===== config.mk =====
export PLATFORM = sky130hd
export DESIGN_NAME = scard_rx_capture
export DESIGN_NICKNAME = d
export VERILOG_FILES = /design/src/rtl/scard_pkg.sv /design/src/rtl/scard_rx_fifo.sv /design/src/rtl/scard_rx_capture.sv
export SDC_FILE = /design/constraint.sdc
export NUM_CORES = 1
export LEC_CHECK = 0
export ABC_AREA = 0
export BUFFER_PORTS_ARGS = -buffer_cell sky130_fd_sc_hd__buf_4
export CAP_MARGIN = 5
export CORE_MARGIN = 4
export CORE_UTILIZATION = 43
export CTS_BUF_LIST = sky130_fd_sc_hd__clkbuf_4 sky130_fd_sc_hd__clkbuf_8
export DETAILED_ROUTE_END_ITERATION = 16
export PLACE_DENSITY = 0.58
export RECOVER_POWER = 50
export SLEW_MARGIN = 20
export SYNTH_ARGS = -nofsm -noshare
export SYNTH_HDL_FRONTEND = slang
export SYNTH_HIERARCHICAL = 1
export SYNTH_SLANG_ARGS = --single-unit

===== constraint.sdc =====
create_clock -name clk_i -period 3.03 [get_ports clk_i]
set_clock_uncertainty 0.05 [all_clocks]
set_input_delay 0.1515 -clock clk_i [delete_from_list [all_inputs] [get_ports clk_i]]
set_output_delay 0.1515 -clock clk_i [all_outputs]
set_load 0.05 [all_outputs]

===== src/rtl/scard_pkg.sv =====
`default_nettype none
// ============================================================================
// Module  : scard_pkg
// Brief   : Shared types and constants for the smartcard receive capture block
// Revision: 1.0
// ============================================================================
package scard_pkg;

   localparam int BYTE_W           = 8;
   localparam int SCARD_DEPTH_LOG2 = 5;
   localparam int DEPTH            = 2**SCARD_DEPTH_LOG2;

   typedef enum logic [1:0] {
      ST_IDLE       = 2'd0,
      ST_WAIT_FIRST = 2'd1,
      ST_RECEIVING  = 2'd2,
      ST_DONE       = 2'd3
   } cap_state_t;

endpackage
`default_nettype wire


===== src/rtl/scard_rx_fifo.sv =====
`default_nettype none
// ============================================================================
// Module  : scard_rx_fifo
// Brief   : Single-clock byte FIFO with flush, occupancy count, registered read
// Revision: 1.0
// ============================================================================
module scard_rx_fifo
   import scard_pkg::*;
#(
   parameter int DEPTH_LOG2 = SCARD_DEPTH_LOG2
) (
   input  logic                  clk_i,
   input  logic                  reset_n_i,
   input  logic                  flush,
   input  logic                  push,
   input  logic [BYTE_W-1:0]     push_data,
   input  logic                  pop,
   output logic                  push_ok,
   output logic [BYTE_W-1:0]     rd_data,
   output logic                  rd_valid,
   output logic [DEPTH_LOG2:0]   count
);

   localparam int                 c_depth    = 2**DEPTH_LOG2;
   localparam logic [DEPTH_LOG2:0] c_full_cnt = (DEPTH_LOG2+1)'(c_depth);

   logic [BYTE_W-1:0]     r_mem [c_depth];
   logic [DEPTH_LOG2-1:0] r_wr_ptr;
   logic [DEPTH_LOG2-1:0] r_rd_ptr;
   logic [DEPTH_LOG2:0]   r_count;
   logic [BYTE_W-1:0]     r_rd_data;
   logic                  r_rd_valid;
   logic                  w_pop_ok;
   logic                  w_push_ok;

   // A pop frees a slot in the same cycle, so a full FIFO still takes a push then
   assign w_pop_ok  = pop && (r_count != '0) && !flush;
   assign w_push_ok = push && !flush && ((r_count != c_full_cnt) || w_pop_ok);

   always_ff @(posedge clk_i) begin
      if (w_push_ok) begin
         r_mem[r_wr_ptr] <= push_data;
      end
   end

   always_ff @(posedge clk_i or negedge reset_n_i) begin
      if (!reset_n_i) begin
         r_wr_ptr   <= '0;
         r_rd_ptr   <= '0;
         r_count    <= '0;
         r_rd_data  <= '0;
         r_rd_valid <= 1'b0;
      end else begin
         r_rd_valid <= w_pop_ok;
         if (w_pop_ok) begin
            r_rd_data <= r_mem[r_rd_ptr];
         end
         if (flush) begin
            r_wr_ptr <= '0;
            r_rd_ptr <= '0;
            r_count  <= '0;
         end else begin
            if (w_push_ok) r_wr_ptr <= r_wr_ptr + 1'b1;
            if (w_pop_ok)  r_rd_ptr <= r_rd_ptr + 1'b1;
            case ({w_push_ok, w_pop_ok})
               2'b10:   r_count <= r_count + 1'b1;
               2'b01:   r_count <= r_count - 1'b1;
               default: r_count <= r_count;
            endcase
         end
      end
   end

   assign push_ok  = w_push_ok;
   assign rd_data  = r_rd_data;
   assign rd_valid = r_rd_valid;
   assign count    = r_count;

endmodule
`default_nettype wire


===== src/rtl/scard_rx_capture.sv =====
`default_nettype none
// ============================================================================
// Module  : scard_rx_capture
// Brief   : Captures a burst of smartcard bytes, delimited by an idle timeout
// Revision: 1.0
// ============================================================================
module scard_rx_capture
   import scard_pkg::*;
#(
   parameter int DEPTH_LOG2 = SCARD_DEPTH_LOG2,
   parameter int TMO_W      = 24,
   parameter int CNT_W      = 8
) (
   input  logic                  clk_i,
   input  logic                  reset_n_i,
   input  logic [BYTE_W-1:0]     rx_data,
   input  logic                  rx_datardy,
   input  logic                  arm,
   input  logic                  clear,
   input  logic [TMO_W-1:0]      idle_timeout,
   input  logic                  rd_en,
   output logic [BYTE_W-1:0]     rd_data,
   output logic                  rd_valid,
   output logic [DEPTH_LOG2:0]   fifo_count,
   output logic [CNT_W-1:0]      rx_total,
   output logic                  overflow,
   output logic                  busy,
   output logic                  done,
   output logic                  done_pulse
);

   cap_state_t         r_state;
   cap_state_t         w_state_nxt;
   logic [TMO_W-1:0]   r_timer;
   logic [CNT_W-1:0]   r_rx_total;
   logic               r_overflow;
   logic               r_done_pulse;
   logic               w_flush;
   logic               w_capturing;
   logic               w_rx_take;
   logic               w_push_ok;
   logic               w_timeout;

   assign w_flush     = arm | clear;
   assign w_capturing = (r_state == ST_WAIT_FIRST) || (r_state == ST_RECEIVING);
   assign w_rx_take   = rx_datardy && !w_flush && w_capturing;
   // A byte landing on the expiry cycle keeps the burst alive
   assign w_timeout   = (r_state == ST_RECEIVING) && !rx_datardy &&
                        (idle_timeout != '0) && (r_timer == idle_timeout - 1'b1);

   always_ff @(posedge clk_i or negedge reset_n_i) begin
      if (!reset_n_i) begin
         r_state <= ST_IDLE;
      end else begin
         r_state <= w_state_nxt;
      end
   end

   always_comb begin
      w_state_nxt = r_state;
      if (clear) begin
         w_state_nxt = ST_IDLE;
      end else if (arm) begin
         w_state_nxt = ST_WAIT_FIRST;
      end else begin
         case (r_state)
            ST_WAIT_FIRST: if (rx_datardy) w_state_nxt = ST_RECEIVING;
            ST_RECEIVING:  if (w_timeout)  w_state_nxt = ST_DONE;
            default:       w_state_nxt = r_state;
         endcase
      end
   end

   always_ff @(posedge clk_i or negedge reset_n_i) begin
      if (!reset_n_i) begin
         r_timer      <= '0;
         r_rx_total   <= '0;
         r_overflow   <= 1'b0;
         r_done_pulse <= 1'b0;
      end else begin
         r_done_pulse <= (r_state == ST_RECEIVING) && (w_state_nxt == ST_DONE);
         if (w_flush) begin
            r_timer    <= '0;
            r_rx_total <= '0;
            r_overflow <= 1'b0;
         end else if (w_rx_take) begin
            r_timer <= '0;
            if (r_rx_total != '1) r_rx_total <= r_rx_total + 1'b1;
            if (!w_push_ok)       r_overflow <= 1'b1;
         end else if ((r_state == ST_RECEIVING) && (r_timer != '1)) begin
            r_timer <= r_timer + 1'b1;
         end
      end
   end

   scard_rx_fifo #(
      .DEPTH_LOG2 (DEPTH_LOG2)
   ) u_fifo (
      .clk_i     (clk_i),
      .reset_n_i (reset_n_i),
      .flush     (w_flush),
      .push      (w_rx_take),
      .push_data (rx_data),
      .pop       (rd_en),
      .push_ok   (w_push_ok),
      .rd_data   (rd_data),
      .rd_valid  (rd_valid),
      .count     (fifo_count)
   );

   assign rx_total   = r_rx_total;
   assign overflow   = r_overflow;
   assign busy       = w_capturing;
   assign done       = (r_state == ST_DONE);
   assign done_pulse = r_done_pulse;

endmodule
`default_nettype wire


==> results.json <==
{
  "grt_max_degree": 62,
  "synth_cells": 946,
  "grt_pass1_vias": 8803,
  "cp.required_ps": 3440,
  "numCtsBuffers": 54,
  "syn_nets": 1002,
  "h-tree-depth": 2,
  "rsz0062_at_grt": "false",
  "max_freq_mhz": 344,
  "min_delay_worst_endpoint": "rx_total[7]",
  "ys_warn_count": 6,
  "grt_usage_pct": 18.3,
  "antenna_found_initial": 2,
  "worst_slew_pin_slew_ps": 1700,
  "vias": 8612,
  "synth_seq_cells": 317,
  "synth_edf_count": 256,
  "setup_violations": 0,
  "synth_seq_area_share_pct": 64.7,
  "clockRootBuffer": "clkbuf_8",
  "first_pass_iters": 4,
  "io-pin-count": 65,
  "ant_nets": 0,
  "dp_hpwl_um": 21300,
  "synthMuxAreaShare_pct": 11.5,
  "finalSetupTns_ps": 0,
  "drc_errors": 0,
  "die_x_um": 190,
  "ys.flop_type": "edfxtp_1",
  "ff2ff_path_depth": 10,
  "post_cts_buffers": 0,
  "p_leak_uw": 0.00570,
  "hold_start": "clear",
  "insertion_delay_ps": 600,
  "die_area_sq_um": 36100,
  "clockBufferDepth": 3,
  "hold_class": "in -> reg",
  "design_area_sq_um": 16600,
  "power_density_nw_per_um2": 561,
  "io_buffer_count": 64,
  "start_util_pct": 43.6,
  "grt_first_pass_wirelength_um": 51000,
  "period_minus_slack_ps": 2910,
  "clock_sink_count": 317,
  "hold_ws_ps": 54.8,
  "cp.arrival_ps": 3320,
  "timing.rr.end": "u_fifo/count[4]",
  "syn_area_per_cell_sq_um": 15.0,
  "num_antenna_cells": 0,
  "r2r-start": "u_fifo/count[3]",
  "fill_cells": 2804,
  "syn_area_sq_um": 14200,
  "hold_depth": 3,
  "gp_congestion": 0.835,
  "drt_iter0_markers": 629,
  "finalHoldViolCount": 0,
  "worstSetupPathType": "reg -> reg",
  "maxCapViolCount": 7,
  "r2r_slack_ps": 120,
  "drive_gt1_share_pct": 22.0,
  "slew_headroom_pct": -13.2,
  "final_net_count": 1150,
  "path_max_fanout": 8,
  "placed_area_sq_um": 15500,
  "async_flop_share_pct": 19.2,
  "num_rows": 66,
  "synth-simple-area-share_pct": 10.8,
  "critPathCaptureType": "flop",
  "cts_tree": "yes",
  "start_kind": "flop",
  "clk_pin_slew_worst_paths_ps": 60,
  "wire_per_inst_um": 20.7,
  "synth_compound_area_share_pct": 5.14,
  "finalPower_uw": 9340,
  "syn2layout_area_growth_pct": 16.9,
  "die_y_um": 190,
  "violations": "max-capacitance violations, max-slew violations",
  "fin_crit_sh_pct": 96.0,
  "synthDistinctLibCells": 79,
  "drt-total-wl_um": 32600,
  "ir_worst_vdd_mv": 0.327,
  "synth-xor-area-share_pct": 3.94,
  "via_per_inst": 5.46,
  "synthAdderAreaFrac_pct": 1.63,
  "slew_viol_final": 260,
  "gr-total-overflow": 0,
  "synth_top_family_by_area": "multiplexers",
  "core_sq_um": 32600,
  "status": "finished, violations left"
}
## what timing repair did
action,CTS,global route
hold buffers,15,0
setup endpoints to repair,0,7
gates resized for setup,0,4
hold endpoints to repair,327,0
## placed cells by master, fill, tap and decap left out, drive strengths merged, types with 6 or more instances in the layout
cell type,netlist,final
edfxtp,256,256
clkbuf,23,90
clkinv,1,25
buf,21,99
nand3b,7,7
nor4,8,8
nor2b,13,13
nor2,104,104
ha,17,17
nand4,23,23
nand3,31,31
xnor2,28,28
xor2,36,36
dfrtp,61,61
or4,7,7
nand2,48,48
nor3,16,16
inv,20,20
nand4b,6,6
a21oi,14,14
o21ai,18,18
dlygate4sd3,0,15
mux4,57,57
mux2i,24,24
nand2b,6,6
and2,8,8
a221oi,13,13
a22oi,6,6
## cell usage after synthesis (6+ instances only)
cell / number / area [sq um]
nand3b_1: 7 / 52.6
a22oi_1: 6 / 45.0
a21oi_1: 14 / 70.1
ha_1: 17 / 213
nand4b_1: 6 / 52.6
mux2i_1: 24 / 240
xor2_1: 36 / 315
xnor2_1: 28 / 245
nor2_1: 103 / 387
nand3_1: 31 / 155
a221oi_1: 13 / 114
nand2_1: 46 / 173
o21ai_0: 18 / 90.1
nand2b_1: 6 / 37.5
mux4_2: 41 / 923
nor4_1: 7 / 43.8
nor3_1: 15 / 75.1
mux4_1: 16 / 420
edfxtp_1: 256 / 7690
nor2b_1: 13 / 81.3
inv_1: 19 / 71.3
dfrtp_1: 61 / 1530
nand4_1: 22 / 138
clkbuf_1: 22 / 82.6
buf_2: 11 / 55.1
and2_1: 8 / 50.1
## state kept, by name, indices dropped and copies added, names as in the netlist
| name | flops |
|---|---|
| u_fifo/count | 6 |
| r_state | 2 |
| u_fifo/rd_valid | 1 |
| u_fifo/rd_data | 8 |
| u_fifo/r_wr_ptr | 5 |
| rx_total | 8 |
| u_fifo/r_rd_ptr | 5 |
| done_pulse | 1 |
| overflow | 1 |
| u_fifo/r_mem | 256 |
| r_timer | 24 |
## logic make-up (layout without fill, tap and decap cells)
| logic type | count (synthesis) | count (layout) |
|---|---|---|
| multiplexers | 86 | 86 |
| XOR/XNOR | 64 | 64 |
| adder cells (fa/ha/maj) | 18 | 18 |
| flip-flops | 317 | 317 |
| buffers and inverters | 65 | 254 |
| AO/OA/AOI/OAI | 97 | 97 |
| AND/OR/NAND/NOR | 299 | 299 |
## worst max-delay path, cell delays in order, from the launching register on
cell,delay (ps)
dfrtp_1,410
or4_4,570
o31a_4,340
nand2_4,140
nor2_4,70
fa_1,410
a21o_1,180
a21oi_1,170
xor2_1,170
nor2_1,50
mux2_2,250
## report_power, final
group / switching, uW / leakage, uW / internal, uW
registers: 62.2 / 0.00313 / 4770
clock network: 1720 / 0.000560 / 2100
logic: 461 / 0.00202 / 220
total: 2240 / 0.00570 / 7090
## routing by layer
| metal | wire length [um] | up-vias | global-route usage, % | part of all wire (%) |
|---|---|---|---|---|
| met3 | 1550 | 55 | 3.27 | 4.8 |
| met2 | 15500 | 212 | 29.6 | 48 |
| met4 | 655 | 2 | 5.15 | 2.0 |
| met5 | 7 | - | 0 | 0.021 |
| li1 | - | 3984 | - | - |
| met1 | 14900 | 4359 | 25.6 | 46 |
## worst max path at each step
stage	start	end	depth (start not counted)
final	u_fifo/count[3]	u_fifo/count[4]	10
after global routing	u_fifo/count[0]	u_fifo/count[4]	10
after CTS	r_state[0]	done_pulse	9
after detailed placement	r_state[0]	done_pulse	9
after global placement	u_fifo/count[0]	u_fifo/count[4]	10
after floorplan	u_fifo/count[3]	u_fifo/count[4]	10
## per-stage QoR
step	setup WS (ps)	util, %	cells
floorplan	18.2	-	946
global placement	145	47.5	1465
detailed placement	44.2	47.5	1465
CTS	29.2	51.2	1577
global route	2.39	51.0	1577
finish	122	51.0	1577
## area by class of cell
| cell class | instances | area (sq um) | area share [%] |
|---|---|---|---|
| timing repair buffer | 136 | 1000 | 6.02 |
| sequential | 317 | 9220 | 55.4 |
| multi-input combinational | 564 | 4720 | 28.3 |
| clock inverter | 29 | 224 | 1.35 |
| clock buffer | 68 | 848 | 5.10 |
| inverter | 21 | 82.6 | 0.496 |
| tap | 442 | 553 | 3.32 |
Note: power is estimated with default switching activity, not from simulation.
